**config.mk**
```make
export PLATFORM = sky130hd
export DESIGN_NAME = can_rx_msg_buffer_ctrl
export DESIGN_NICKNAME = d
export VERILOG_FILES = /design/src/rtl/can_rx_msg_buffer_ctrl.sv
export SDC_FILE = /design/constraint.sdc
export NUM_CORES = 1
export LEC_CHECK = 0
export CAP_MARGIN = 30
export CORE_ASPECT_RATIO = 1.5
export CORE_MARGIN = 2
export CORE_UTILIZATION = 56
export DETAILED_ROUTE_END_ITERATION = 10
export HOLD_SLACK_MARGIN = 0.03
export PLACE_DENSITY = 0.79
export SETUP_SLACK_MARGIN = 0.02
export SLEW_MARGIN = 20
export SYNTH_ARGS = -nofsm -noshare
export SYNTH_HDL_FRONTEND = slang
export SYNTH_SLANG_ARGS = --single-unit
```
**constraint.sdc**
```tcl
create_clock -name clk -period 2.7 [get_ports clk]
set_input_delay 0.81 -clock clk [delete_from_list [all_inputs] [get_ports clk]]
set_output_delay 0.81 -clock clk [all_outputs]
set_load 0.005 [all_outputs]
```
**src/rtl/can_rx_msg_buffer_ctrl.sv**
```systemverilog
// CAN receive message controller: captures completed frames, applies a standard-ID
// acceptance filter and queues accepted frames in a DEPTH-entry FIFO drained by the host.
module can_rx_msg_buffer_ctrl #(
    parameter int DEPTH = 4
) (
    input  logic                       clk,
    input  logic                       rst_n,
    input  logic                       rx_done,
    input  logic [10:0]                rx_id_std,
    input  logic                       rx_rtr,
    input  logic                       rx_ide,
    input  logic [3:0]                 rx_dlc,
    input  logic [63:0]                rx_data,
    input  logic                       cfg_filter_en,
    input  logic [10:0]                cfg_acc_code,
    input  logic [10:0]                cfg_acc_mask,
    output logic                       rd_valid,
    input  logic                       rd_ready,
    output logic [10:0]                rd_id,
    output logic                       rd_rtr,
    output logic                       rd_ide,
    output logic [3:0]                 rd_dlc,
    output logic [63:0]                rd_data,
    output logic [$clog2(DEPTH):0]     fifo_count,
    output logic                       overrun,
    input  logic                       clr_overrun,
    output logic                       msg_accepted,
    output logic                       msg_rejected
);
    localparam int AW = $clog2(DEPTH);
    localparam int CW = AW + 1;

    localparam logic [1:0] IDLE   = 2'd0;
    localparam logic [1:0] FILTER = 2'd1;
    localparam logic [1:0] WRITE  = 2'd2;

    logic [1:0]    state_reg, state_next;
    logic [10:0]   stg_id_reg;
    logic          stg_rtr_reg;
    logic          stg_ide_reg;
    logic [3:0]    stg_dlc_reg;
    logic [63:0]   stg_data_reg;
    logic [63:0]   clean_data;

    logic [10:0]   mem_id   [DEPTH];
    logic          mem_rtr  [DEPTH];
    logic          mem_ide  [DEPTH];
    logic [3:0]    mem_dlc  [DEPTH];
    logic [63:0]   mem_data [DEPTH];

    logic [AW-1:0] wptr_reg, rptr_reg;
    logic [CW-1:0] count_reg;
    logic          overrun_reg;

    logic          full, accept, push, pop, overrun_set;

    // Byte 0 sits in the top byte; bytes beyond the DLC (or all bytes of a remote frame) read as zero.
    genvar gi;
    generate
        for (gi = 0; gi < 8; gi++) begin : g_sanitise
            assign clean_data[63-8*gi -: 8] =
                (!rx_rtr && (rx_dlc > 4'(gi))) ? rx_data[63-8*gi -: 8] : 8'h00;
        end
    endgenerate

    assign full        = (count_reg == CW'(DEPTH));
    assign accept      = !cfg_filter_en || (((stg_id_reg ^ cfg_acc_code) & cfg_acc_mask) == 11'd0);
    assign push        = (state_reg == WRITE) && !full;
    assign pop         = (count_reg != '0) && rd_ready;
    assign overrun_set = ((state_reg == WRITE) && full) || (rx_done && (state_reg != IDLE));

    always_comb begin
        state_next = state_reg;
        case (state_reg)
            IDLE:    if (rx_done) state_next = FILTER;
            FILTER:  state_next = accept ? WRITE : IDLE;
            WRITE:   state_next = IDLE;
            default: state_next = IDLE;
        endcase
    end

    always_ff @(posedge clk or negedge rst_n) begin
        if (!rst_n) begin
            state_reg    <= IDLE;
            stg_id_reg   <= '0;
            stg_rtr_reg  <= 1'b0;
            stg_ide_reg  <= 1'b0;
            stg_dlc_reg  <= '0;
            stg_data_reg <= '0;
        end else begin
            state_reg <= state_next;
            if ((state_reg == IDLE) && rx_done) begin
                stg_id_reg   <= rx_id_std;
                stg_rtr_reg  <= rx_rtr;
                stg_ide_reg  <= rx_ide;
                stg_dlc_reg  <= rx_dlc;
                stg_data_reg <= clean_data;
            end
        end
    end

    always_ff @(posedge clk or negedge rst_n) begin
        if (!rst_n) begin
            for (int i = 0; i < DEPTH; i++) begin
                mem_id[i]   <= '0;
                mem_rtr[i]  <= 1'b0;
                mem_ide[i]  <= 1'b0;
                mem_dlc[i]  <= '0;
                mem_data[i] <= '0;
            end
        end else if (push) begin
            mem_id[wptr_reg]   <= stg_id_reg;
            mem_rtr[wptr_reg]  <= stg_rtr_reg;
            mem_ide[wptr_reg]  <= stg_ide_reg;
            mem_dlc[wptr_reg]  <= stg_dlc_reg;
            mem_data[wptr_reg] <= stg_data_reg;
        end
    end

    // Full is judged on the registered count, so a same-cycle pop never makes room for a write.
    always_ff @(posedge clk or negedge rst_n) begin
        if (!rst_n) begin
            wptr_reg    <= '0;
            rptr_reg    <= '0;
            count_reg   <= '0;
            overrun_reg <= 1'b0;
        end else begin
            if (push) wptr_reg <= wptr_reg + AW'(1);
            if (pop)  rptr_reg <= rptr_reg + AW'(1);
            case ({push, pop})
                2'b10:   count_reg <= count_reg + CW'(1);
                2'b01:   count_reg <= count_reg - CW'(1);
                default: count_reg <= count_reg;
            endcase
            if (overrun_set)      overrun_reg <= 1'b1;
            else if (clr_overrun) overrun_reg <= 1'b0;
        end
    end

    assign rd_valid     = (count_reg != '0);
    assign rd_id        = mem_id[rptr_reg];
    assign rd_rtr       = mem_rtr[rptr_reg];
    assign rd_ide       = mem_ide[rptr_reg];
    assign rd_dlc       = mem_dlc[rptr_reg];
    assign rd_data      = mem_data[rptr_reg];
    assign fifo_count   = count_reg;
    assign overrun      = overrun_reg;
    assign msg_accepted = push;
    assign msg_rejected = (state_reg == FILTER) && !accept;

endmodule

```
==> summary.md <==
| Metric | Value |
|---|---|
| Outcome | finished with violations |
| Failing checks | negative setup slack |
| Path category of the worst min-delay check | in2async |
| Final Max Slew Viols | 0 |
| Nets in the synthesized netlist | 1201 |
| P_leak | 10.9 nW |
| First-pass iteration count of the detailed router | 6 |
| Synth top area share | 58.7% |
| Slowest stage cell, crit path | mux4_2 |
| Routed WL | 39600 um |
| Clock slew seen by the registers of the worst setup and hold paths | 0.06 ns |
| Count of state elements after synthesis | 415 |
| Worst r2r dst | fifo_count[2] |
| Final non-filler cell area | 22100 sq um |
| Post-Syn Instances | 1086 |
| Floorplan row count | 79 |
| Fraction of power spent switching nets | 27.7% |
| Number of DRC markers in iteration 0 | 477 |
| Number of hold-repair buffers added at the cts stage | 0 |
| Post-synthesis adder-cell area fraction | 0.467% |
| Placeable core region | 31000 sq um |
| Switch Pwr | 6.44 mW |
| Multiplexer area fraction after synthesis | 31.0% |
| GRT overflow | 0 |
| Place WS | -0.840 ns |
| Critical path required time | 1.89 ns |
| Total vias in the final route | 10400 |
| Worst skew pair latency | 0.53 ns |
| Fin crit period | 2.91 ns |
| Worst hold slack across all endpoints | 0.214 ns |
| Width of the die | 149 um |
| Number of instances in the placed design | 1694 |
| Number of endpoints failing setup at the final stage | 80 |
| Sequential element share of the synthesized area | 58.7% |
| Post-route worst setup slack | -0.211 ns |
| CTS Root Cell | clkbuf_16 |
| Relative contribution of sequential cells to total power | 41.0% |
| Largest area contributor in the netlist | dfrtp_1 |
| Max Fanout on Critical Path | 7 |
| Cell-internal power | 16.8 mW |
| Slew Limit Headroom | 57.6% |
| Reg2reg path depth | 11 |
| Wire length of the first global-routing pass | 64000 um |
| Average instance area after synthesis | 16.3 sq um |
| Largest family of logic cells by synthesized area | multiplexers |
| Final layout net count | 1480 |
| Achievable Freq | 344 MHz |
| Power share of the combinational group | 33.9% |
| Number of antenna violations at the first check in global routing | 5 |
| Kind of critical path | reg2out |
| Effective utilization at floorplan | 57.0% |
| Number of vias per cell after detailed routing | 5.77 |
| Worst-case clock skew | 0.00890 ns |
| Die outline area | 33000 sq um |
| Worst Max-Slew Pin Slew | 0.636 ns |
| Non-filler instance count after layout | 1800 |
| Number of H-tree branching levels | 2 |
| Power density cells | 1050 nW/um^2 |
| Reg-to-reg startpoint | fifo_count[1] |
| Post-synthesis compound-gate area fraction | 3.59% |
| Category of the worst setup path launch point | register |
| Last weighted congestion value of the routability-driven placer | 0.792 |
| Die Ht | 222 um |
| Number of port buffers | 196 |
| Cell types occupying the most area after synthesis | dfrtp_1 (59%), mux2_2 (21%), mux4_2 (10%) |
| Setup repair after global routing missed its margin | true |
| TritonCTS clock tree | done |
| Ratio of final minimum period to clock period | 108% |
| Critical Path AT | 2.10 ns |
| Reg-to-reg setup timing slack | 0.48 ns |
| Worst vdd ir | 0.000729 V |
| Number of placed I/O pins | 197 |
| Area share of and/or/nand/nor cells after synthesis | 2.41% |
| Summed instance area of the synthesized netlist | 17700 sq um |
| CP Capture Type | output pin |
| Total cell area at the placement stage | 20600 sq um |
| TritonCTS Buffers | 40 |
| Flip-flop count of the largest register after layout | 256 |
| Routed wire length per instance | 22.0 um |
| Cell occurring most often along the worst timing path | buf_12 |
| Detail Route Antenna Nets | 0 |
| Remaining routing DRC violations | 0 |
| Area growth from synthesis to final layout | 25.2% |
| Pin count of the biggest net entering global routing | 77 |
| Fill cell count | 2109 |
| Share of post-route cells with drive strength above 1 | 48.1% |
| Via count of the first global-routing pass | 11600 |
| Global Route Usage Sum | 25.0% |
| Max-capacitance violation count | 0 |
| Count of endpoints failing hold in the final timing report | 0 |
| Largest stage delay on the critical path | 0.53 ns |
| # clock sinks | 415 |
| XOR/XNOR Fraction of Synth Area | 0.842% |
| Number of synthesis warnings | 0 |
| Portion of total power attributed to the clock network | 25.1% |
| Placed wire-length estimate after detailed placement | 25000 um |
| Clk buf depth | 3 |
| Cells along the critical path | buf_12 -> buf_12 -> buf_12 -> mux4_2 -> buf_6 |
| Number of distinct library cells after synthesis | 39 |
## cell type report
cell class / instances / area (sq um) / area share (%)
diodes: 3 / 7.51 / 0.0339
clock buffers: 54 / 1130 / 5.13
clock inverters: 15 / 231 / 1.05
inverters: 10 / 37.5 / 0.170
multi-input cells: 598 / 6810 / 30.8
flip-flops and latches: 415 / 10400 / 47.0
well taps: 405 / 507 / 2.29
repair buffers: 300 / 3010 / 13.6
## critical path: cells and delay by family (launching register included)
kind / cells / cell delay (ns)
buffers and inverters: 4 / 0.57
flip-flops: 1 / 0.47
multiplexers: 1 / 0.53
## metrics by stage
| stage | power, mW | TNS, ns | utilization (%) |
|---|---|---|---|
| final | 23.2 | -8.82 | 71.3 |
| after global routing | 24.4 | -12.32 | 71.3 |
| after CTS | 23.3 | -12.17 | 71.0 |
| after detailed placement | 17.2 | -0.840 | 66.3 |
| after global placement | 16.9 | -0.847 | 66.3 |
| after floorplan | 13.6 | 0 | - |
## synth_stat cells
cell,count
a211oi_1,1
a211oi_2,1
a21boi_2,1
a21oi_1,1
a222oi_1,1
a22o_1,56
a22oi_1,4
a311oi_4,1
a31o_2,1
and2_1,1
and4_1,1
buf_1,2
buf_2,9
buf_6,32
clkbuf_1,20
clkinv_1,1
dfrtp_1,415
fa_1,1
ha_1,5
inv_1,9
mux2_2,324
mux2i_1,1
mux4_2,81
nand2_1,69
nand2_2,4
nand3_1,8
nor2_1,3
nor2b_1,2
nor3_1,3
nor3_4,1
nor4_1,1
nor4b_1,1
o21a_1,1
o21ai_0,4
o22ai_1,1
or3_2,1
or3b_1,1
xnor2_1,3
xor2_1,14
## routing by layer
| layer | global-route usage [%] | share of wire (%) | vias up |
|---|---|---|---|
| met4 | 7.83 | 2.9 | 4 |
| met1 | 31.4 | 40 | 5509 |
| met3 | 4.67 | 4.5 | 74 |
| met5 | 0 | 0.056 | - |
| li1 | - | - | 4583 |
| met2 | 43.7 | 53 | 210 |
## worst max path at each step
stage,startpoint,end,cells after the start
2_1_floorplan,rptr_reg[0],rd_data[0],3
3_3_place_gp,cfg_acc_code[9],msg_rejected,6
3_5_place_dp,cfg_acc_code[9],msg_rejected,6
4_1_cts,rptr_reg[0],rd_rtr,5
5_1_grt,rptr_reg[0],rd_rtr,5
6_report,rptr_reg[0],rd_rtr,5
## cells in the final DEF, fill, tap and decap left out, types with 2 or more instances in the layout
cell type,Yosys,layout
dlygate4sd2_1,0,10
buf_12,0,36
buf_2,9,61
dlymetal6s2s_1,0,4
dfrtp_4,0,2
a22oi_1,4,4
clkdlybuf4s15_1,0,2
buf_6,32,29
dfrtp_2,0,3
mux4_2,81,81
buf_4,0,50
nor2b_1,2,2
clkinv_2,0,7
nand2_4,0,4
diode_2,0,3
nand3_1,8,8
nand2_1,69,69
xnor2_1,3,3
a22o_1,56,56
bufinv_16,0,6
clkbuf_1,20,7
mux2_2,324,324
nor3_1,3,3
ha_1,5,5
inv_1,9,9
clkdlybuf4s50_1,0,100
buf_8,0,6
o21ai_0,4,4
dfrtp_1,415,410
xor2_1,14,14
nor2_1,3,3
clkbuf_16,0,41
clkbuf_8,0,6
## power groups by stage
| stage | Sequential [mW] | Clock, mW | Combinational [mW] |
|---|---|---|---|
| final | 9.52 | 5.84 | 7.87 |
| after detailed placement | 9.61 | 0 | 7.62 |
| after global routing | 9.79 | 6.21 | 8.43 |
| after CTS | 9.51 | 5.96 | 7.84 |
| after global placement | 9.47 | 0 | 7.44 |
| after floorplan | 9.16 | 0 | 4.47 |
## cell families (layout without fill, tap and decap cells)
family                     Yosys count  count (layout)
AOI/OAI and AO/OA                   73              73
xor gates and xnor gates            17              17
adders and majority gates            6               6
buffers and inverters               73             379
DFF                                415             415
muxes                              406             406
other                                0               3
and+or+nand+nor                     96              96
## what timing repair did
action | in CTS | in global routing
pin swaps | 4 | 9
cloned | 4 | 0
buffers inserted | 27 | 7
endpoints found under the setup margin | 84 | 82
resized for setup | 363 | 29
(Power assumes the default switching activity.)
